**config.mk**
```make
export PLATFORM = sky130hd
export DESIGN_NAME = fifo_read_ctrl
export DESIGN_NICKNAME = d
export VERILOG_FILES = /design/src/rtl/fifo_pkg.sv /design/src/rtl/fifo_ptr_sync.sv /design/src/rtl/fifo_read_ctrl.sv
export SDC_FILE = /design/constraint.sdc
export NUM_CORES = 1
export LEC_CHECK = 0
export CORE_AREA = 5 5 58 70
export DETAILED_ROUTE_END_ITERATION = 16
export DIE_AREA = 0 0 63 75
export GPL_ROUTABILITY_DRIVEN = 0
export MAX_ROUTING_LAYER = met4
export SYNTH_ARGS = -nofsm -noshare
export SYNTH_HDL_FRONTEND = slang
export SYNTH_SLANG_ARGS = --single-unit
```
**constraint.sdc**
```tcl
create_clock -name w_clk -period 7.5 [get_ports w_clk]
set_clock_uncertainty 0.1 [all_clocks]
set_input_delay 2.25 -clock w_clk [delete_from_list [all_inputs] [get_ports w_clk]]
set_output_delay 2.25 -clock w_clk [all_outputs]
set_load 0.005 [all_outputs]
```
**src/rtl/fifo_pkg.sv**
```systemverilog
// Shared FIFO constants and Gray/binary pointer conversion, used by both clock domains.
// Functions work on a fixed wide vector; callers zero-extend in and size-cast out.
package fifo_pkg;

  localparam int FIFO_DATA_WIDTH = 8;
  localparam int FIFO_PTR_WIDTH  = 4;
  localparam int FIFO_GRAY_W     = 32;

  function automatic logic [FIFO_GRAY_W-1:0] bin2gray(input logic [FIFO_GRAY_W-1:0] b);
    return b ^ (b >> 1);
  endfunction

  // Zero-extended input keeps the upper result bits zero, so truncation is exact.
  function automatic logic [FIFO_GRAY_W-1:0] gray2bin(input logic [FIFO_GRAY_W-1:0] g);
    logic [FIFO_GRAY_W-1:0] b;
    b[FIFO_GRAY_W-1] = g[FIFO_GRAY_W-1];
    for (int i = FIFO_GRAY_W - 2; i >= 0; i--) begin
      b[i] = b[i+1] ^ g[i];
    end
    return b;
  endfunction

endpackage

```
**src/rtl/fifo_ptr_sync.sv**
```systemverilog
// Multi-flop synchronizer for a Gray-coded pointer crossing into w_clk.
// Latency STAGES edges; no backpressure.
module fifo_ptr_sync #(
  parameter int WIDTH  = 5,
  parameter int STAGES = 2
) (
  input  logic             w_clk,
  input  logic             wresetn,
  input  logic [WIDTH-1:0] d,
  output logic [WIDTH-1:0] q
);

  logic [WIDTH-1:0] stage_q [STAGES];

  always_ff @(posedge w_clk or negedge wresetn) begin
    if (!wresetn) begin
      for (int i = 0; i < STAGES; i++) begin
        stage_q[i] <= '0;
      end
    end else begin
      stage_q[0] <= d;
      for (int i = 1; i < STAGES; i++) begin
        stage_q[i] <= stage_q[i-1];
      end
    end
  end

  assign q = stage_q[STAGES-1];

endmodule

```
**src/rtl/fifo_read_ctrl.sv**
```systemverilog
// Async FIFO read-side pointer/flag control; read strobe combinational, flags registered one edge later.
// Reads are suppressed while empty or flushing; almost_empty port exists only with FIFO_READ_ALMOST_EMPTY_EN.
module fifo_read_ctrl
  import fifo_pkg::*;
#(
  parameter int DATA_WIDTH  = FIFO_DATA_WIDTH,
  parameter int PTR_WIDTH   = FIFO_PTR_WIDTH,
  parameter int SYNC_STAGES = 2,
  parameter int AE_LEVEL    = 2
) (
  input  logic                 w_clk,
  input  logic                 wresetn,
  input  logic                 flush,
  input  logic                 rd_enable,
  input  logic [PTR_WIDTH:0]   write_ptr_gray,
  output logic                 fifo_rd_enable,
  output logic [PTR_WIDTH-1:0] mem_rd_addr,
  output logic [PTR_WIDTH:0]   read_ptr,
  output logic [PTR_WIDTH:0]   read_ptr_gray,
  output logic                 empty,
  output logic                 rd_valid,
  output logic [PTR_WIDTH:0]   level
`ifdef FIFO_READ_ALMOST_EMPTY_EN
  ,
  output logic                 almost_empty
`endif
);

  localparam int PW1 = PTR_WIDTH + 1;

  if (SYNC_STAGES < 2 || SYNC_STAGES > 3 || DATA_WIDTH < 1 ||
      AE_LEVEL < 0 || AE_LEVEL > (1 << PTR_WIDTH)) begin : g_param_check
    $error("fifo_read_ctrl: illegal parameter combination");
  end

  logic [PTR_WIDTH:0] wq_gray;
  logic [PTR_WIDTH:0] wq_bin;
  logic [PTR_WIDTH:0] next_bin;
  logic [PTR_WIDTH:0] next_gray;
  logic [PTR_WIDTH:0] next_level;

  fifo_ptr_sync #(
    .WIDTH  (PW1),
    .STAGES (SYNC_STAGES)
  ) u_wptr_sync (
    .w_clk   (w_clk),
    .wresetn (wresetn),
    .d       (write_ptr_gray),
    .q       (wq_gray)
  );

  // Flags are computed against the post-update pointer so they match read_ptr after the edge.
  always_comb begin
    fifo_rd_enable = rd_enable & ~empty & ~flush;
    next_bin       = flush ? '0 : read_ptr + PW1'(fifo_rd_enable);
    next_gray      = PW1'(bin2gray(FIFO_GRAY_W'(next_bin)));
    wq_bin         = PW1'(gray2bin(FIFO_GRAY_W'(wq_gray)));
    next_level     = wq_bin - next_bin;
  end

  assign mem_rd_addr = read_ptr[PTR_WIDTH-1:0];

  always_ff @(posedge w_clk or negedge wresetn) begin
    if (!wresetn) begin
      read_ptr      <= '0;
      read_ptr_gray <= '0;
      empty         <= 1'b1;
      rd_valid      <= 1'b0;
      level         <= '0;
    end else begin
      read_ptr      <= next_bin;
      read_ptr_gray <= next_gray;
      empty         <= (next_gray == wq_gray);
      rd_valid      <= fifo_rd_enable;
      level         <= next_level;
    end
  end

`ifdef FIFO_READ_ALMOST_EMPTY_EN
  always_ff @(posedge w_clk or negedge wresetn) begin
    if (!wresetn) begin
      almost_empty <= 1'b1;
    end else begin
      almost_empty <= (next_level <= AE_LEVEL[PTR_WIDTH:0]);
    end
  end
`endif

endmodule

```
# Yosys cells after proc, flatten, opt, wreduce, memory -nomap -nowiden
# Index checks and enable logic that the tools add are counted.
# Widths: inputs -> output; s select.
[classes] n_addsub=2 multipliers=0 n_div=0 order_cmp=0 eq_ne=1 shifts=0 mux=1 bitwise_logic=9 n_reduce_logical=0
[ops] cell="$add 5x1->5" count=1
[ops] cell="$eq 5x5->1" count=1
[ops] cell="$mux 5" count=1
[ops] cell="$sub 5x5->5" count=1
[ops] cell="$xor 5x4->5" count=1
[ops] cell="$xor 1x1->1" count=4
[ops] cell="$and 1x1->1" count=2
[ops] cell="$not 1->1" count=2
[totals] ff_bits=27 latchBits=0 ramBits=0 rom_bits=0 input_bits=9 output_inout_bits=22 elab_cells=20 memories=0

# Logic depth before layout (Yosys ltp)
[depth] word_depth=7 mapped_depth=12 depth_no_buf=11

# Cells and area by module
# A second synthesis with hierarchy kept.
[hier_totals] hier_cells=108 hier_area_um2=1292.5
[modules_own_cells] module="fifo_read_ctrl" n_inst=1 cells_per_inst=93 area_each_um2=1004.7 seq_area_each_um2=401.6
[modules_own_cells] module="fifo_ptr_sync" n_inst=1 cells_per_inst=15 area_each_um2=287.8 seq_area_each_um2=250.2

# Worst setup path before layout
# OpenSTA, ideal clock, no wires.
[synth_path] path_kind="input-to-output" startpoint="in flush" endpoint="out fifo_rd_enable" arrival_time_ps=2718 t_required_ps=5150 setup_slack_ps=2432 cell_stages=2 n_path_buf=1 cell_sequence="buf_2 nor3b_1"
[synth_between] elab_chain_len=2
[synth_rtl] element="start, declared" line_no="fifo_read_ctrl.sv:13" text="input logic flush,"
[synth_rtl] element="$not 1->1" line_no="fifo_read_ctrl.sv:54" text="fifo_rd_enable = rd_enable & ~empty & ~flush;"
[synth_rtl] element="$and 1x1->1" line_no="fifo_read_ctrl.sv:54"
[synth_rtl] element="end, declared" line_no="fifo_read_ctrl.sv:16" text="output logic fifo_rd_enable,"
# No other way between the ends.

# Final worst setup path
# Ends and elaborated chain as after synthesis.

==> flow_summary.json <==
{
  "cts_tree": "yes",
  "fmax_mhz": 160,
  "clk_latency_ns": 0.27,
  "num_io_pins": 31,
  "syn-num-nets": 119,
  "ys_ff_latch": 26,
  "synth_ff_type": "dfrtp_1",
  "cp-start-kind": "input port",
  "cts_resized": 0,
  "required_ns": 5.15,
  "drtAntennaViolNets": 0,
  "synthToLayoutAreaGrowth_pct": 27.4,
  "vias": 771,
  "worst_pin_slew_ns": 0.429,
  "antenna_found_initial": 0,
  "synth_top_family_by_area": "XOR/XNOR gates",
  "slew_headroom_pct": 71.3,
  "clock_path_buffers": 2,
  "stdcell_count": 167,
  "critPathKind": "input port to output port",
  "p_total_uw": 309,
  "grt_pass1_vias": 848,
  "cap_violations": 0,
  "fp-row-count": 23,
  "numPortBuffers": 30,
  "synthMuxAreaShare_pct": 4.19,
  "wl_mm": 2.13,
  "power_density_nw_per_um2": 193,
  "dr.first_iter.drc_count": 40,
  "die_area_um2": 4730,
  "synthTopCellsByArea": "dfrtp_1 50%, xnor2_1 6.3%, ha_1 6.0%",
  "synth_fa_ha_area_share_pct": 7.58,
  "avgSynthCellArea_um2": 12.2,
  "ys_types": 31,
  "drc": 0,
  "finalSetupViolCount": 0,
  "tns_ns": 0,
  "htree_levels": 1,
  "place_inst": 163,
  "min_period_over_period_pct": 83.1,
  "synth_compound_area_share_pct": 5.38,
  "path_clk_slew_ns": 0.08,
  "cts_root_buf": "clkbuf_8",
  "status": "finished clean",
  "synthesis.area_um2": 1250,
  "synth_edf_count": 0,
  "synth_area_leader_cell": "dfrtp_1",
  "fillers": 304,
  "dp_hpwl_mm": 1.64,
  "cts_num_sinks": 26,
  "p_leak_nw": 0.739,
  "initial_utilization_pct": 37.9,
  "post_drt_wl_per_cell_um": 12.8,
  "peakVddDrop_mv": 0.103,
  "post_drt_via_cell_ratio": 4.62,
  "layout-drive-gt1-share_pct": 8.46,
  "stdcell_area_um2": 1600,
  "synth_common_cells": "25 x dfrtp_1, 9 x inv_1, 9 x xnor2_1",
  "die_y_um": 75,
  "grt_setup_unrepaired": "false",
  "synthArstFlopShare_pct": 100,
  "cts_hold_buffers": 0,
  "syn_inst": 103,
  "yosysWarnings": 0,
  "hold_viol": 0,
  "synth.most_common_cell": "dfrtp_1",
  "grt_pass1_wl_mm": 3.72,
  "drv_slew": 0,
  "fin_nets": 147,
  "dieWidth_um": 63,
  "end_kind": "output port",
  "grtUsageTotal_pct": 10.5,
  "grt_max_degree": 27,
  "antenna_cells": 0,
  "cts_buffers": 3,
  "hp-class": "flop to flop",
  "layout_min_cycle_time_ns": 6.24,
  "synthSimpleGateAreaFrac_pct": 10.8,
  "core-area_um2": 3310,
  "cts_setup_buffers": 0,
  "critical_path_arrival_ns": 3.89,
  "grt_overflow": 0,
  "synthXorXnorAreaFrac_pct": 12.3,
  "synth_top_area_share_pct": 49.9,
  "first_pass_iters": 3,
  "yosysSeqAreaShare_pct": 51.9,
  "path_max_fanout": 12,
  "placed_area_um2": 1540
}
[report_power, final]
group	internal, mW	switching (mW)	total (mW)
Sequential	0.152	0.00546	0.158
Clock	0.0469	0.0416	0.0885
Combinational	0.0371	0.0259	0.0630
Total	0.236	0.0730	0.309
[worst max-delay path, stage by stage]
cell and delay [ns]:
clkdlybuf4s50_1 0.63, nor3b_1 0.43, clkdlybuf4s50_1 0.58
[registers in the layout, summed over array words and instances (netlist names)]
signal / count
read_ptr_gray: 4
level: 5
u_wptr_sync.stage_q: 5
read_ptr: 5
rd_valid: 1
u_wptr_sync.q: 5
empty: 1
[routing by layer]
metal	vias up	share of wire, %	track usage [%]
met1	363	41	11.3
met2	23	51	18.0
met3	5	5.8	2.69
met5	-	0	-
li1	380	-	-
met4	0	2.2	5.66
[per-stage QoR]
step	hold slack, ns	util [%]	setup WS [ns]
3_3_place_gp	0.232	46.7	1.34
3_5_place_dp	0.235	46.7	1.25
2_1_floorplan	0.231	-	2.43
6_report	0.252	48.3	1.26
5_1_grt	0.257	48.3	1.17
4_1_cts	0.256	48.3	1.25
[final timing paths]
| path | start | endpoint | slack (ns) | cells after the start |
|---|---|---|---|---|
| max | flush | fifo_rd_enable | 1.26 | 3 |
| max in group asynchronous | wresetn | empty$_DFF_PN1_ | 4.76 | 2 |
| min | u_wptr_sync.stage_q[9]$_DFF_PN0_ | u_wptr_sync.q[4]$_DFF_PN0_ | 0.25 | 0 |
| min in group asynchronous | wresetn | u_wptr_sync.q[1]$_DFF_PN0_ | 2.23 | 2 |
| min reg2reg | u_wptr_sync.stage_q[9]$_DFF_PN0_ | u_wptr_sync.q[4]$_DFF_PN0_ | 0.25 | 0 |
| max reg2reg | empty$_DFF_PN1_ | level[4]$_DFF_PN0_ | 4.52 | 10 |
[logic make-up after synthesis]
group	Yosys count
flops	26
simple gates	22
buf+inv	17
xor+xnor	16
compound gates	11
fa+ha+maj	7
mux	4
[cell type report]
type	count	area [um2]	area share, %
Inverter	9	33.8	2.11
Clock buffer	4	55.1	3.44
Multi-Input combinational cell	60	504	31.5
Timing Repair Buffer	31	308	19.2
Tap cell	37	46.3	2.90
Sequential cell	26	652	40.8
[cells in the final DEF (no fill, tap or decap), drive strengths merged, types with 2 or more instances in the layout]
master	Yosys	layout
clkdlybuf4s50	0	30
dfrtp	25	25
inv	9	9
xnor2	9	9
xor2	6	6
ha	6	6
nand2b	5	5
a21oi	5	5
clkbuf	0	4
mux2i	4	4
nor2b	3	3
nand2	3	3
nor2	3	3
a21o	2	2
nor3	2	2
nand3	2	2
and3	2	2
o21ai	2	2
Note: power is estimated with default switching activity, not from simulation.
